--- src/rtl/spi_slv_pkg.sv ---
// Shared command codes, FSM state type and sizing helper for the oversampled SPI register slave.
package spi_slv_pkg;

  localparam logic [7:0] SPI_CMD_WR = 8'h3C;
  localparam logic [7:0] SPI_CMD_RD = 8'h5B;

  typedef enum logic [2:0] {
    ST_IDLE,
    ST_CMD,
    ST_ADDR,
    ST_WDATA,
    ST_RDATA,
    ST_IGNORE
  } spi_slv_state_t;

  function automatic int max3(input int a, input int b, input int c);
    int m;
    m = (a > b) ? a : b;
    return (m > c) ? m : c;
  endfunction

endpackage

--- src/rtl/spi_slv_sync_edge.sv ---
// Multi-lane 2-flop synchroniser; the low EDGE_W lanes also get a third flop for rise/fall detection.
module spi_slv_sync_edge #(
  parameter int             W       = 1,
  parameter int             EDGE_W  = 1,
  parameter logic [W-1:0]   RST_VAL = '0
) (
  input  logic              clk,
  input  logic              rst_n,
  input  logic [W-1:0]      din,
  output logic [W-1:0]      level,
  output logic [EDGE_W-1:0] rise,
  output logic [EDGE_W-1:0] fall
);

  logic [W-1:0]      meta_reg;
  logic [W-1:0]      sync_reg;
  logic [EDGE_W-1:0] dly_reg;

  always_ff @(posedge clk or negedge rst_n) begin
    if (!rst_n) begin
      meta_reg <= RST_VAL;
      sync_reg <= RST_VAL;
      dly_reg  <= RST_VAL[EDGE_W-1:0];
    end else begin
      meta_reg <= din;
      sync_reg <= meta_reg;
      dly_reg  <= sync_reg[EDGE_W-1:0];
    end
  end

  assign level = sync_reg;

  for (genvar gi = 0; gi < EDGE_W; gi++) begin : g_edge
    assign rise[gi] = sync_reg[gi] & ~dly_reg[gi];
    assign fall[gi] = ~sync_reg[gi] & dly_reg[gi];
  end

endmodule

--- src/rtl/spi_slave_gen.sv ---
// Oversampled SPI slave driving a single-cycle register bus; all four CPOL/CPHA modes, burst frames.
// Define SPI_SLV_ADDR_INC_EN to auto-increment reg_addr per burst word (otherwise FIFO-port style).
module spi_slave_gen
  import spi_slv_pkg::*;
#(
  parameter int AW   = 8,
  parameter int DW   = 8,
  parameter int CPOL = 0,
  parameter int CPHA = 0
) (
  input  logic          clk,
  input  logic          rst_n,
  input  logic          csn,
  input  logic          sclk,
  input  logic          mosi,
  output logic          miso,
  output logic          reg_wr,
  output logic          reg_rd,
  output logic [AW-1:0] reg_addr,
  output logic [DW-1:0] reg_wdata,
  input  logic [DW-1:0] reg_rdata,
  output logic          frame_err
);

  localparam int   MW         = max3(AW, DW, 8);
  localparam int   CW         = $clog2(MW) + 1;
  localparam logic SAMPLE_LVL = (CPOL == CPHA);
`ifdef SPI_SLV_ADDR_INC_EN
  localparam logic ADDR_INC = 1'b1;
`else
  localparam logic ADDR_INC = 1'b0;
`endif

  // csn lane resets low so a frame cut by reset is ignored until csn rises and falls again
  logic [2:0] lvl;
  logic [1:0] rise, fall;

  spi_slv_sync_edge #(
    .W      (3),
    .EDGE_W (2),
    .RST_VAL({2'b00, 1'(CPOL)})
  ) u_sync (
    .clk  (clk),
    .rst_n(rst_n),
    .din  ({mosi, csn, sclk}),
    .level(lvl),
    .rise (rise),
    .fall (fall)
  );

  logic sclk_edge, sample, drive, csn_s, mosi_s;
  assign sclk_edge = rise[0] | fall[0];
  assign sample    = sclk_edge && (lvl[0] == SAMPLE_LVL);
  assign drive     = sclk_edge && (lvl[0] != SAMPLE_LVL);
  assign csn_s     = lvl[1];
  assign mosi_s    = lvl[2];

  spi_slv_state_t state_reg, state_next;
  logic [CW-1:0]  cnt_reg;
  logic [MW-2:0]  rx_reg;
  logic [DW-1:0]  tx_reg;
  logic           load_reg;
  logic           cmd_rd_reg;

  logic [CW-1:0]  field_len;
  logic [MW-1:0]  rx_next;
  logic           in_field;
  logic           last_bit;

  always_comb begin
    field_len  = CW'(8);
    state_next = state_reg;
    rx_next    = {rx_reg, mosi_s};
    in_field   = state_reg inside {ST_CMD, ST_ADDR, ST_WDATA, ST_RDATA};
    case (state_reg)
      ST_ADDR:            field_len = CW'(AW);
      ST_WDATA, ST_RDATA: field_len = CW'(DW);
      default:            field_len = CW'(8);
    endcase
    last_bit = sample && in_field && (cnt_reg == field_len - CW'(1));
    case (state_reg)
      ST_IDLE: if (csn_fall_ok()) state_next = ST_CMD;
      ST_CMD:
        if (last_bit)
          state_next = (rx_next[7:0] == SPI_CMD_WR || rx_next[7:0] == SPI_CMD_RD) ? ST_ADDR : ST_IGNORE;
      ST_ADDR: if (last_bit) state_next = cmd_rd_reg ? ST_RDATA : ST_WDATA;
      default: state_next = state_reg;
    endcase
    if (csn_s) state_next = ST_IDLE;
  end

  function automatic logic csn_fall_ok();
    return fall[1];
  endfunction

  always_ff @(posedge clk or negedge rst_n) begin
    if (!rst_n) state_reg <= ST_IDLE;
    else        state_reg <= state_next;
  end

  always_ff @(posedge clk or negedge rst_n) begin
    if (!rst_n) begin
      cnt_reg    <= '0;
      rx_reg     <= '0;
      tx_reg     <= '0;
      load_reg   <= 1'b0;
      cmd_rd_reg <= 1'b0;
      miso       <= 1'b1;
      reg_wr     <= 1'b0;
      reg_rd     <= 1'b0;
      reg_addr   <= '0;
      reg_wdata  <= '0;
      frame_err  <= 1'b0;
    end else begin
      reg_wr    <= 1'b0;
      reg_rd    <= 1'b0;
      frame_err <= 1'b0;
      load_reg  <= reg_rd;
      if (ADDR_INC && reg_wr) reg_addr <= reg_addr + 1'b1;
      if (csn_s) begin
        cnt_reg   <= '0;
        miso      <= 1'b1;
        frame_err <= rise[1] && in_field && (cnt_reg != '0);
      end else begin
        if (sample && in_field) begin
          rx_reg  <= rx_next[MW-2:0];
          cnt_reg <= last_bit ? '0 : cnt_reg + CW'(1);
        end
        if (last_bit) begin
          case (state_reg)
            ST_CMD:  cmd_rd_reg <= (rx_next[7:0] == SPI_CMD_RD);
            ST_ADDR: begin
              reg_addr <= rx_next[AW-1:0];
              reg_rd   <= cmd_rd_reg;
            end
            ST_WDATA: begin
              reg_wr    <= 1'b1;
              reg_wdata <= rx_next[DW-1:0];
            end
            ST_RDATA: begin
              reg_rd <= 1'b1;
              if (ADDR_INC) reg_addr <= reg_addr + 1'b1;
            end
            default: ;
          endcase
        end
        if (state_reg == ST_RDATA) begin
          if (drive) begin
            miso   <= tx_reg[DW-1];
            tx_reg <= {tx_reg[DW-2:0], 1'b0};
          end
        end else begin
          miso <= 1'b1;
        end
      end
      // read data arrives one cycle after reg_rd; it always lands before the next drive edge
      if (load_reg) tx_reg <= reg_rdata;
    end
  end

endmodule

--- config.mk ---
export PLATFORM = sky130hd
export DESIGN_NAME = spi_slave_gen
export DESIGN_NICKNAME = d
export VERILOG_FILES = /design/src/rtl/spi_slv_pkg.sv /design/src/rtl/spi_slv_sync_edge.sv /design/src/rtl/spi_slave_gen.sv
export SDC_FILE = /design/constraint.sdc
export NUM_CORES = 1
export LEC_CHECK = 0
export ABC_AREA = 1
export CAP_MARGIN = 0
export CORE_ASPECT_RATIO = 1.5
export CORE_UTILIZATION = 40
export CTS_BUF_LIST = sky130_fd_sc_hd__clkbuf_4 sky130_fd_sc_hd__clkbuf_8 sky130_fd_sc_hd__clkbuf_16
export DETAILED_ROUTE_END_ITERATION = 10
export PLACE_DENSITY = 0.75
export SLEW_MARGIN = 30
export SYNTH_ARGS = -nofsm -noshare
export SYNTH_HDL_FRONTEND = slang
export SYNTH_SLANG_ARGS = --single-unit
--- constraint.sdc ---
create_clock -name clk -period 1.5 [get_ports clk]
set_input_delay 0.3 -clock clk [delete_from_list [all_inputs] [get_ports clk]]
set_output_delay 0.3 -clock clk [all_outputs]
set_load 0.01 [all_outputs]
==> results of run 1 <==
==> final cells by class <==
| class | count | area share |
|---|---|---|
| clock buffer | 6 | 0.02804 |
| clock inverter | 2 | 0.01317 |
| inverter | 23 | 0.02931 |
| multi-input combinational | 164 | 0.2969 |
| sequential | 52 | 0.4427 |
| tap | 70 | 0.02974 |
| timing repair buffer | 49 | 0.1602 |
==> cell usage after synthesis <==
cell type  number  area share
nand2_4         2       0.010
xor2_1          1      0.0039
a21boi_0        1      0.0033
nand3_4         1      0.0078
a22o_1          1      0.0039
buf_6           2       0.010
nor2_2          3      0.0083
dfstp_2         1       0.012
a21oi_1         3      0.0066
o21ai_0        11       0.024
nor2_8          1      0.0089
nor3_2          1      0.0044
nand4_1         2      0.0055
clkbuf_1        1      0.0017
nand3_1        20       0.044
nor2_1         12       0.020
ha_1            2       0.011
o21ai_1         9       0.020
nand2_1        76        0.13
dfrtp_1        51        0.57
buf_2           2      0.0044
nand2_2         2      0.0055
or2_2           1      0.0028
o22ai_1         2      0.0055
nor2_4          1      0.0050
xnor2_1         1      0.0039
inv_1          23       0.038
o21ai_2         8       0.031
o211ai_1        2      0.0066
==> through the flow <==
| stage | util | cells | area [sq um] | TNS (ns) | worst slack (ns) |
|---|---|---|---|---|---|
| CTS | 0.5156 | 358 | 2810 | -0.01038 | -0.01038 |
| finish | 0.5404 | 366 | 2945 | -0.1050 | -0.03905 |
| detailed placement | 0.4940 | 349 | 2693 | -0.03376 | -0.02084 |
| floorplan | - | 243 | 2258 | 0 | 0.06599 |
| global placement | 0.4940 | 349 | 2693 | 0 | 0.03208 |
| global route | 0.5404 | 366 | 2945 | -1.917 | -0.1034 |
==> worst register-to-register path, delay by kind of cell, from the launching register on <==
kind            cells  cell delay, ns
flops               1            0.45
compound gates      1            0.07
buf+inv             1            0.14
simple gates        7            0.75
==> cell families after synthesis <==
kind of cell / count (synthesis) / synth area share
buffers and inverters: 28 / 0.05429
and+or+nand+nor: 122 / 0.2488
AOI/OAI and AO/OA: 37 / 0.1014
xor gates and xnor gates: 2 / 0.007758
adders and majority gates: 2 / 0.01108
DFF: 52 / 0.5767
==> layer usage <==
layer  part of all wire  global-route usage  wire length, um  up-vias
li1                   -                   -                -      889
met1               0.41              0.1776             1861      848
met2               0.53              0.2739             2408       35
met3              0.032             0.02913              146       10
met4              0.025             0.08333              112        0
met5                  0                   0                0        -
==> what timing repair did <==
item / CTS / global route
pin swaps: 0 / 9
endpoints found under the setup margin: 23 / 26
endpoints found under the hold margin: 6 / 0
buffers inserted: 0 / 7
resized for setup: 16 / 16
gates cloned: 0 / 1
hold buffers: 1 / 0
==> worst paths after layout <==
| path | cells past startpoint | end | slack (ns) | start |
|---|---|---|---|---|
| worst max-delay path | 9 | cmd_rd_reg | -0.04 | state_reg[0] |
| worst min-delay path | 0 | u_sync.level[1] | 0.36 | u_sync.meta_reg[1] |
| worst max register to register | 9 | cmd_rd_reg | -0.04 | state_reg[0] |
| worst min register to register | 0 | u_sync.level[1] | 0.36 | u_sync.meta_reg[1] |
| max in group asynchronous | 3 | cnt_reg[2] | 0.57 | rst_n |
| min in group asynchronous | 2 | state_reg[1] | 0.37 | rst_n |
==> power by group through the flow <==
stage	registers, mW	logic [mW]	clock network, mW
3_3_place_gp	1.70	0.653	0
6_report	1.69	0.752	0.992
3_5_place_dp	1.71	0.672	0
4_1_cts	1.69	0.683	1.02
2_1_floorplan	1.68	0.458	0
5_1_grt	1.71	0.842	1.08
==> impl_metrics.tcl, run 1 <==
set metrics [dict create \
    fin_worst_skew_ns 0.01128 \
    outcome "finished, violations left" \
    switching_share 0.2998 \
    critPathMaxStageDelay_ns 0.45 \
    combPwrFrac 0.219 \
    grt_overflow_total 0 \
    wl_um 4528 \
    cts_tree "done" \
    vias 1782 \
    grt_pass1_vias 1662 \
    cellLeakagePower_nw 1.528 \
    seqCellArea_sq_um 1304 \
    rows 33 \
    power-per-cell-area_nw_per_um2 1167 \
    cts_made_buffers 5 \
    slowest_stage "dfrtp_2" \
    required_ns 1.68 \
    rsz0062_at_grt "true" \
    antenna_found_initial 0 \
    internal-power_mw 2.406 \
    syn_inst 243 \
    initial_core_util 0.4144 \
    hold_violations 0 \
    multi_input_area_sq_um 874.6 \
    clk_latency_ns 0.31 \
    ys_types 29 \
    cts.sinks 52 \
    synthToLayoutAreaGrowth_pct 30.42 \
    drtPass1Iterations 4 \
    cp-start-kind "register" \
    cts_root_buffer "clkbuf_8" \
    setup_viol 8 \
    max_freq_mhz 649.8 \
    grt_pass1_wl_um 7224 \
    cap_violations 0 \
    hold_class "register to register" \
    critical_path_class "register to register" \
    finalWorstSetupSlack_ns -0.03905 \
    num_io_pins 33 \
    antenna_cells 0 \
    min_period_ns 1.539 \
    grt_max_degree 25 \
    cts.htree.levels 2 \
    routedWlPerCell_um 12.37 \
    irDropWorstVdd_uv 572.8 \
    ys_warn_count 0 \
    n_fill_cell 519 \
    avgSynthCellArea_sq_um 9.294 \
    drc_errors 0 \
    crit_buf_inv 1 \
    place.detailed.hpwl_um 3111 \
    nets 310 \
    crit_family "simple AND/OR/NAND/NOR gates" \
    crit_chain "nor2_2, nand2_2, nand2_2, nand2_4, nor2_8, buf_6, nand3_1, nand2_1, o21ai_1" \
    relSlewSlack 0.7896 \
    period_share 1.026 \
    die_x_um 63.35 \
    worstPathMaxFanout 5 \
    worstPathArrival_ns 1.72 \
    ys_ff_latch 52 \
    syn_nets 258 \
    violations "negative setup slack" \
    critPathCaptureType "register" \
    die_h_um 94.03 \
    p_sw_mw 1.030 \
    pwr-share-seq 0.493 \
    slew_viol_final 0 \
    cts_buffer_depth 2 \
    grt.total_usage 0.1563 \
    final_cell_mix "73 x nand2_1, 50 x dfrtp_1, 22 x inv_1" \
    path_clk_slew_ns 0.09 \
    dieArea_sq_um 5956 \
    core_area_sq_um 5450 \
    ys_seq_area_frac 0.5767 \
    crit_top_cell "nand2_2" \
    drt-initial-drc-count 84 \
    max_slew.worst_pin.slew_ns 0.3156 \
    synth_area_sq_um 2258 \
    gp_congestion 0.8310 \
    io_buffers 32 \
    layout_commonest_cell "nand2_1" \
    vias_per_cell 4.869 \
    timing.hold.ws_ns 0.3575 \
    final_antenna_net_count 0 \
    drive_above_1_share 0.1791 \
    power_mw 3.436 \
    clock_power_share 0.289 \
]
(Power assumes the default switching activity.)
==> inputs of run 2 (changes only) <==
Settings changed: SETUP_SLACK_MARGIN from default to 0.1.
==> run 2 against run 1 <==
- the flow still finishes with violations (negative setup slack)
- sequential share of layout area shrank 4.0 points
- via count grew 11%
- largest cell class unchanged
- final cell count grew 4.6%
- critical endpoint is now state_reg[1]
- clock skew shrank 0.00060 ns
- power grew 8.7%
- first-iteration DRC count grew 75%
- die area is the same
- setup slack lost 0.087 ns
- sequential power is essentially flat
- worst hold slack lost 0.0028 ns
==> impl_metrics.tcl, run 2 (synthesized netlist as in run 1, its figures left out) <==
set metrics [dict create \
    outcome "finished, violations left" \
    max_slew.worst_pin.slew_ns 0.5235 \
    initial_core_util 0.4144 \
    drc_errors 0 \
    critical_path_class "register to register" \
    wirelength_met1_um 2172 \
    cts_made_buffers 5 \
    num_io_pins 33 \
    cts.sinks 52 \
    final_cell_mix "63 x nand2_1, 50 x dfrtp_1, 19 x inv_1, 19 x dlygate4sd2_1, 19 x buf_4" \
    worstPathMaxFanout 4 \
    rsz0062_at_grt "true" \
    wl_met2_um 3167 \
    dr_wl_met3_um 226 \
    cts_tree "done" \
    cap_violations 0 \
    die_x_um 63.35 \
    rows 33 \
    antenna_found_initial 0 \
    period_share 1.084 \
    synthToLayoutAreaGrowth_pct 43.44 \
    slew_viol_final 0 \
    setup_viol 30 \
    hold_class "register to register" \
    cts_root_buffer "clkbuf_8" \
    fin_worst_skew_ns 0.01068 \
    cts.htree.levels 2 \
    violations "negative setup slack" \
    clk_latency_ns 0.30 \
    grt.total_usage 0.1915 \
    vias_per_cell 5.149 \
    antenna_cells 0 \
    routedWlPerCell_um 15.25 \
    grt_pass1_vias 1920 \
    irDropWorstVdd_uv 715.3 \
    final_antenna_net_count 0 \
    required_ns 1.70 \
    relSlewSlack 0.6510 \
    finalSetupTns_ns -1.783 \
    nets 327 \
    finalWorstSetupSlack_ns -0.1258 \
    max_freq_mhz 615.1 \
    cp-start-kind "register" \
    power_mw 3.733 \
    place.detailed.hpwl_um 3187 \
    drive_above_1_share 0.3291 \
    vias 1972 \
    path_clk_slew_ns 0.10 \
    layout_commonest_cell "nand2_1" \
    cellLeakagePower_nw 1.574 \
    gp_congestion 0.8551 \
    grt_pass1_wl_um 8707 \
    drtPass1Iterations 4 \
    timing.hold.ws_ns 0.3547 \
    top_layer_used "met4" \
    drt-initial-drc-count 147 \
    core_area_sq_um 5450 \
    io_buffers 32 \
    power-per-cell-area_nw_per_um2 1153 \
    min_period_ns 1.626 \
    worstPathArrival_ns 1.83 \
    wl_um 5842 \
    critPathCaptureType "register" \
    dieArea_sq_um 5956 \
    die_h_um 94.03 \
    hold_violations 0 \
    cts_buffer_depth 2 \
    grt_overflow_total 0 \
    grt_max_degree 20 \
]
[run 2: cell count changes in the layout (fill, tap and decap cells not counted), sizes merged, moves of 2 or more]
cell          previous run  this run
buf                     17        33
clkbuf                   6         8
dlygate4sd2             15        19
dlymetal6s2s             5         0
[run 2: final timing paths]
kind / cells past startpoint / startpoint / slack, ns / endpoint
min in group asynchronous: 2 / rst_n / 0.50 / tx_reg[7]
max in group asynchronous: 3 / rst_n / 0.52 / rx_reg[3]
hold reg to reg: 0 / u_sync.meta_reg[0] / 0.35 / u_sync.level[0]
setup reg to reg: 9 / state_reg[0] / -0.13 / state_reg[1]
setup / recovery: 9 / state_reg[0] / -0.13 / state_reg[1]
hold / removal: 0 / u_sync.meta_reg[0] / 0.35 / u_sync.level[0]
[run 2: worst max-delay path, stage by stage (launching register included)]
cell and delay, ns:
dfrtp_1 0.47, buf_4 0.18, inv_4 0.08, nand3_2 0.13
nand2_2 0.12, nand4_1 0.15, nand2_2 0.19, nand2_2 0.10
nand2_1 0.08, nor2_1 0.04
[run 2: what timing repair did]
item / 4_1_cts / 5_1_grt
hold endpoints to repair: 16 / 0
buffers inserted: 16 / 10
resized for setup: 27 / 54
hold buffers: 1 / 0
cloned: 2 / 0
setup endpoints to repair: 45 / 42
pin swaps: 12 / 24
[run 2: cell type report]
cell class	count	area (sq um)
Fill cell	461	2211
Sequential cell	52	1304
Multi-Input combinational cell	165	1030
Timing Repair Buffer	65	629.4
Inverter	23	91.34
Clock buffer	7	90.09
Tap cell	70	87.58
Clock inverter	1	7.507
[run 2: report_power, final]
group          switching, mW  total, mW  leakage [nW]  internal (mW)
combinational          0.670       1.18         0.858          0.514
sequential             0.161       1.72         0.668           1.56
clock                  0.439      0.832        0.0479          0.394
total                   1.27       3.73          1.57           2.46
[run 2: per-layer routing]
metal / vias up / GRT usage
li1: 924 / -
met3: 23 / 0.03641
met5: - / 0
met4: 0 / 0.1004
met2: 70 / 0.3520
met1: 955 / 0.2031
[run 2: metrics by stage]
| stage | instance area [sq um] | std cells | setup WS [ns] | util |
|---|---|---|---|---|
| 4_1_cts | 2995 | 374 | 0.01518 | 0.5496 |
| 3_5_place_dp | 2713 | 347 | -0.01107 | 0.4977 |
| 2_1_floorplan | 2272 | 243 | 0.08169 | - |
| 5_1_grt | 3239 | 383 | -0.2118 | 0.5944 |
| 6_report | 3239 | 383 | -0.1258 | 0.5944 |
| 3_3_place_gp | 2713 | 347 | 0.03235 | 0.4977 |
